`config.mk`:
```
export PLATFORM = sky130hd
export DESIGN_NAME = dac_update_sequencer
export DESIGN_NICKNAME = d
export VERILOG_FILES = /design/src/rtl/dac_update_sequencer.sv
export SDC_FILE = /design/constraint.sdc
export NUM_CORES = 1
export LEC_CHECK = 0
export CAP_MARGIN = 5
export CELL_PAD_IN_SITES_DETAIL_PLACEMENT = 1
export CELL_PAD_IN_SITES_GLOBAL_PLACEMENT = 2
export CORE_ASPECT_RATIO = 0.6
export CORE_MARGIN = 8
export CORE_UTILIZATION = 32
export DETAILED_ROUTE_END_ITERATION = 8
export PLACE_DENSITY_LB_ADDON = 0.25
export RECOVER_POWER = 25
export SYNTH_ARGS = -nofsm -noshare
export SYNTH_HDL_FRONTEND = slang
export SYNTH_SLANG_ARGS = --single-unit
```
`constraint.sdc`:
```
create_clock -name CLK -period 2.3 [get_ports CLK]
set_input_delay 0.23 -clock CLK [delete_from_list [all_inputs] [get_ports CLK]]
set_output_delay 0.23 -clock CLK [all_outputs]
set_load 0.01 [all_outputs]
```
`src/rtl/dac_update_sequencer.sv`:
```
// Sequences updates of a 4-channel DAC driver: shadow registers, round-robin service of
// dirty channels, enable/ready handshake, driver init after reset and timeout recovery.
module dac_update_sequencer #(
    parameter int TIMEOUT = 256,
    parameter int CNT_W   = 16
) (
    input  logic             CLK,
    input  logic             RST_N,
    input  logic             wr_en,
    input  logic [1:0]       wr_ch,
    input  logic [11:0]      wr_data,
    input  logic             clr_err,
    output logic [3:0]       ch_pending,
    output logic             busy,
    output logic             err_timeout,
    output logic [CNT_W-1:0] upd_count,
    output logic             dac_enable,
    output logic             dac_reset,
    input  logic             dac_ready,
    output logic [1:0]       address,
    output logic [11:0]      data
);

    typedef enum logic [2:0] {
        INIT_RST  = 3'd0,
        INIT_WAIT = 3'd1,
        IDLE      = 3'd2,
        ISSUE     = 3'd3,
        WAIT_ACK  = 3'd4,
        WAIT_DONE = 3'd5
    } state_t;

    localparam logic [7:0] TMAX = 8'(TIMEOUT - 1);

    state_t      state_r;
    logic [7:0]  timer_r;
    logic [1:0]  rr_last_r;
    logic [11:0] shadow_r [4];

    logic        exit_s;
    logic        in_wait_s;
    logic        in_flight_s;
    logic        timeout_s;
    logic [1:0]  sel_s;
    logic [3:0]  clr_mask_s;
    logic [3:0]  set_mask_s;
    logic [3:0]  pend_nxt_s;

    function automatic logic [3:0] onehot(input logic [1:0] ch);
        return 4'b0001 << ch;
    endfunction

    // Scan from farthest to nearest so the first dirty channel after 'last' wins.
    function automatic logic [1:0] rr_pick(input logic [3:0] pend, input logic [1:0] last);
        logic [1:0] idx;
        logic [1:0] pick;
        pick = last;
        for (int k = 4; k >= 1; k--) begin
            idx = last + 2'(k);
            if (pend[idx]) begin
                pick = idx;
            end else begin
                pick = pick;
            end
        end
        return pick;
    endfunction

    // Wait-state exit, timeout detection, channel selection and next pending flags.
    always_comb begin
        exit_s = 1'b0;
        case (state_r)
            INIT_WAIT: exit_s = (timer_r >= 8'd2) && dac_ready;
            WAIT_ACK:  exit_s = !dac_ready;
            WAIT_DONE: exit_s = dac_ready;
            default:   exit_s = 1'b0;
        endcase
        in_wait_s   = (state_r == INIT_WAIT) || (state_r == WAIT_ACK) || (state_r == WAIT_DONE);
        in_flight_s = (state_r == WAIT_ACK) || (state_r == WAIT_DONE);
        timeout_s   = in_wait_s && !exit_s && (timer_r == TMAX);
        sel_s       = rr_pick(ch_pending, rr_last_r);
        clr_mask_s  = ((state_r == IDLE) && (ch_pending != 4'b0000)) ? onehot(sel_s) : 4'b0000;
        // A host write to the selected channel keeps it dirty; an aborted channel is re-queued.
        set_mask_s  = (wr_en ? onehot(wr_ch) : 4'b0000)
                    | ((timeout_s && in_flight_s) ? onehot(address) : 4'b0000);
        pend_nxt_s  = (ch_pending & ~clr_mask_s) | set_mask_s;
    end

    // Main sequencer FSM with registered driver and status outputs.
    always_ff @(posedge CLK) begin
        if (!RST_N) begin
            state_r     <= INIT_RST;
            timer_r     <= 8'd0;
            rr_last_r   <= 2'd3;
            shadow_r    <= '{default: 12'h000};
            ch_pending  <= 4'b0000;
            busy        <= 1'b1;
            err_timeout <= 1'b0;
            upd_count   <= '0;
            dac_enable  <= 1'b0;
            dac_reset   <= 1'b0;
            address     <= 2'd0;
            data        <= 12'h000;
        end else begin
            ch_pending <= pend_nxt_s;
            if (wr_en) begin
                shadow_r[wr_ch] <= wr_data;
            end
            dac_enable <= 1'b0;
            dac_reset  <= 1'b0;
            timer_r    <= timer_r + 8'd1;
            if (clr_err) begin
                err_timeout <= 1'b0;
            end
            if (timeout_s) begin
                err_timeout <= 1'b1;
                state_r     <= INIT_RST;
                busy        <= 1'b1;
            end else begin
                case (state_r)
                    INIT_RST: begin
                        dac_reset <= 1'b1;
                        timer_r   <= 8'd0;
                        state_r   <= INIT_WAIT;
                        busy      <= 1'b1;
                    end
                    INIT_WAIT: begin
                        if (exit_s) begin
                            state_r <= IDLE;
                            busy    <= 1'b0;
                        end
                    end
                    IDLE: begin
                        if (ch_pending != 4'b0000) begin
                            address   <= sel_s;
                            data      <= shadow_r[sel_s];
                            rr_last_r <= sel_s;
                            state_r   <= ISSUE;
                            busy      <= 1'b1;
                        end
                    end
                    ISSUE: begin
                        dac_enable <= 1'b1;
                        timer_r    <= 8'd0;
                        state_r    <= WAIT_ACK;
                    end
                    WAIT_ACK: begin
                        if (exit_s) begin
                            timer_r <= 8'd0;
                            state_r <= WAIT_DONE;
                        end
                    end
                    WAIT_DONE: begin
                        if (exit_s) begin
                            upd_count <= upd_count + CNT_W'(1);
                            state_r   <= IDLE;
                            busy      <= 1'b0;
                        end
                    end
                    default: begin
                        state_r <= INIT_RST;
                        busy    <= 1'b1;
                    end
                endcase
            end
        end
    end

endmodule

```
==> impl_metrics.env, run 1 <==
export IMPL_status="complete, no violations"
export IMPL_synth_area_per_cell_um2=8.11
export IMPL_ys_warnings_count=0
export IMPL_share_comb_of_total_power_pct=8.8
export IMPL_pin_count=57
export IMPL_start_kind="flip-flop"
export IMPL_num_antenna_cells=0
export IMPL_num_vias=3869
export IMPL_cp_end_kind="flip-flop"
export IMPL_grt_setup_unrepaired="no"
export IMPL_place_gp_congestion=0.755
export IMPL_synth_top_family_by_area="simple AND/OR/NAND/NOR gates"
export IMPL_cts_buffer_depth=2
export IMPL_post_route_drc_count=0
export IMPL_drive_above_1_share_pct=6.57
export IMPL_synth_edff_count=0
export IMPL_clock_latency_ps=340
export IMPL_fin_nets=595
export IMPL_power_density_mw_per_mm2=689
export IMPL_min_path_type="flip-flop to flip-flop"
export IMPL_finalCritPeriodShare_pct=85.7
export IMPL_hold_buffers=0
export IMPL_area_growth_pct=26.3
export IMPL_nFillCells=1532
export IMPL_finalPower_uw=3660
export IMPL_rows=32
export IMPL_clk_pin_slew_ps=70
export IMPL_max_slew_margin_rel_pct=28.5
export IMPL_synth_seq_cells=99
export IMPL_tightest_slew_ps=1070
export IMPL_power_frac_clock_pct=42.6
export IMPL_timing_hold_ws_ps=453
export IMPL_max_cap_violations=0
export IMPL_first_global_vias=3948
export IMPL_start_util_pct=32.8
export IMPL_antenna_found_initial=0
export IMPL_htreeDepth=3
export IMPL_fin_crit_ps=1970
export IMPL_slew_viol_final=0
export IMPL_finalHoldViolations=0
export IMPL_syn_inst=519
export IMPL_ys_top_cells_by_count="nand2_1, dfxtp_1, a21oi_1"
export IMPL_grt_pass1_wl_um=21700
export IMPL_seqPwrFrac_pct=48.6
export IMPL_grt_max_degree=49
export IMPL_finalSetupTns_ps=0
export IMPL_crit_required_ps=2540
export IMPL_synth_xor_area_share_pct=4.16
export IMPL_cts_root_buffer="clkbuf_16"
export IMPL_yosysTopAreaCell="dfxtp_1"
export IMPL_synth_mux_area_share_pct=0.238
export IMPL_fmax_ghz=0.507
export IMPL_die_y_um=105
export IMPL_final_setup_viol_count=0
export IMPL_fin_skew_ps=8.99
export IMPL_ys_types=48
export IMPL_drt_iter0_drc=127
export IMPL_yosysMostFrequentCell="nand2_1"
export IMPL_fp_dieW_um=164
export IMPL_ys_seq_area_share_pct=47.1
export IMPL_async_flop_share_pct=0
export IMPL_grt_ovfl_total=0
export IMPL_leakagePower_uw=0.00195
export IMPL_cts_tree="done"
export IMPL_design_area_mm2=0.00532
export IMPL_grt_usage_pct=15.8
export IMPL_numCtsBuffers=9
export IMPL_cts_resized=0
export IMPL_arrival_ps=2210
export IMPL_wl_per_cell_um=17.9
export IMPL_synthTopCellsByArea="dfxtp_1, nand2_1, a21oi_1, and3_1, a211oi_1"
export IMPL_path_class="flip-flop to flip-flop"
export IMPL_routed_via_density=5.17
export IMPL_numClockSinks=99
export IMPL_io_buffers=56
export IMPL_synth_simple_gate_area_share_pct=26.6
export IMPL_synth_compound_area_share_pct=17.5
export IMPL_coreArea_mm2=0.0129
export IMPL_syn_nets=541
export IMPL_synth_flop_cell="dfxtp_1"
export IMPL_switching_share_pct=24.1
export IMPL_p_int_uw=2780
export IMPL_dp_hpwl_um=9200
export IMPL_post_cts_buffers=0
export IMPL_yosysTopAreaCellShare_pct=47.1
export IMPL_syn_area_mm2=0.00421
export IMPL_detail_route_antenna_nets=0
export IMPL_worst_path_max_fanout=5
export IMPL_die_area_mm2=0.0172
export IMPL_ir_worst_vdd_v=0.000320
export IMPL_place_area_mm2=0.00502
export IMPL_switchingPower_uw=883
export IMPL_wl_um=13400
export IMPL_first_pass_iters=4
export IMPL_synth_fa_ha_area_share_pct=0.891
## layer usage
metal	share of wire [%]	GRT usage [%]	vias to the layer above	wire, um
li1	-	-	1921	-
met1	53	22.5	1890	7130
met2	42	23.4	46	5630
met3	3.5	3.61	12	467
met4	1.1	4.07	0	145
met5	0	0	-	0
## through the flow
stage                     util (%)  setup slack, ps  std cells
after floorplan                  -              547        519
after global placement        39.1              219        732
after detailed placement      39.1              145        732
after CTS                     41.5              325        748
after global routing          41.4              160        748
final                         41.4              330        748
## flip-flops by register name, summed over array words and instances (netlist names)
name	cells
shadow_r	48
upd_count	16
data	12
timer_r	8
ch_pending	4
state_r	3
address	2
rr_last_r	2
busy	1
dac_enable	1
dac_reset	1
err_timeout	1
## cells in the final DEF (no fill, tap or decap), types with 3 or more instances in the layout
master,n
nand2b_1,4
nand3_1,23
and3_1,30
o21ai_0,6
a211oi_1,24
xnor2_1,6
clkbuf_1,3
ha_1,3
a21oi_1,56
o31ai_1,14
xor2_1,14
clkbuf_16,9
nand4_1,4
nand2_1,117
buf_4,14
nor3_1,3
and2_1,3
clkdlybuf4s50_1,47
or3_1,3
dfxtp_1,99
dlygate4sd3_1,9
nor2_1,34
nor4_1,4
o211ai_1,3
a31oi_1,3
inv_1,7
## cells by family after synthesis
family,Yosys count
XOR/XNOR,20
multiplexers,1
adder cells (fa/ha/maj),3
AND/OR/NAND/NOR,239
buffers and inverters,39
AO/OA/AOI/OAI,118
flip-flops,99
## final timing paths
| check | startpoint | end | slack, ps | cells past startpoint |
|---|---|---|---|---|
| worst max-delay path | timer_r[0] | ch_pending[2] | 330 | 5 |
| worst min-delay path | shadow_r[43] | shadow_r[43] | 450 | 2 |
| worst max register to register | timer_r[0] | ch_pending[2] | 330 | 5 |
| worst min register to register | shadow_r[43] | shadow_r[43] | 450 | 2 |
## cell type report
class / instances / area [um2] / area share, %
Multi-Input combinational cell: 381 / 2070 / 39.0
Sequential cell: 99 / 1980 / 37.3
Timing Repair Buffer: 74 / 714 / 13.4
Clock buffer: 13 / 260 / 4.89
Tap cell: 170 / 213 / 4.00
Clock inverter: 3 / 46.3 / 0.870
Inverter: 8 / 30.0 / 0.565
## worst max-delay path: stages, from the launching register on
cell,delay [ps]
dfxtp_1,410
ha_1,270
nand3_2,130
or3_4,430
or3_1,380
o311ai_1,250
## power by group through the flow
stage	logic, uW	registers, uW	clock network (uW)
2_1_floorplan	173	1810	0
6_report	321	1780	1560
4_1_cts	325	1780	1610
3_5_place_dp	324	1820	0
5_1_grt	353	1790	1680
3_3_place_gp	318	1820	0
No activity file was read; power rests on OpenSTA's default activity.
==> run 2: changes to the inputs <==
- SLEW_MARGIN: default -> 20
==> results of run 2 <==
The final DEF is identical to that of run 1; final timing and power are the same.
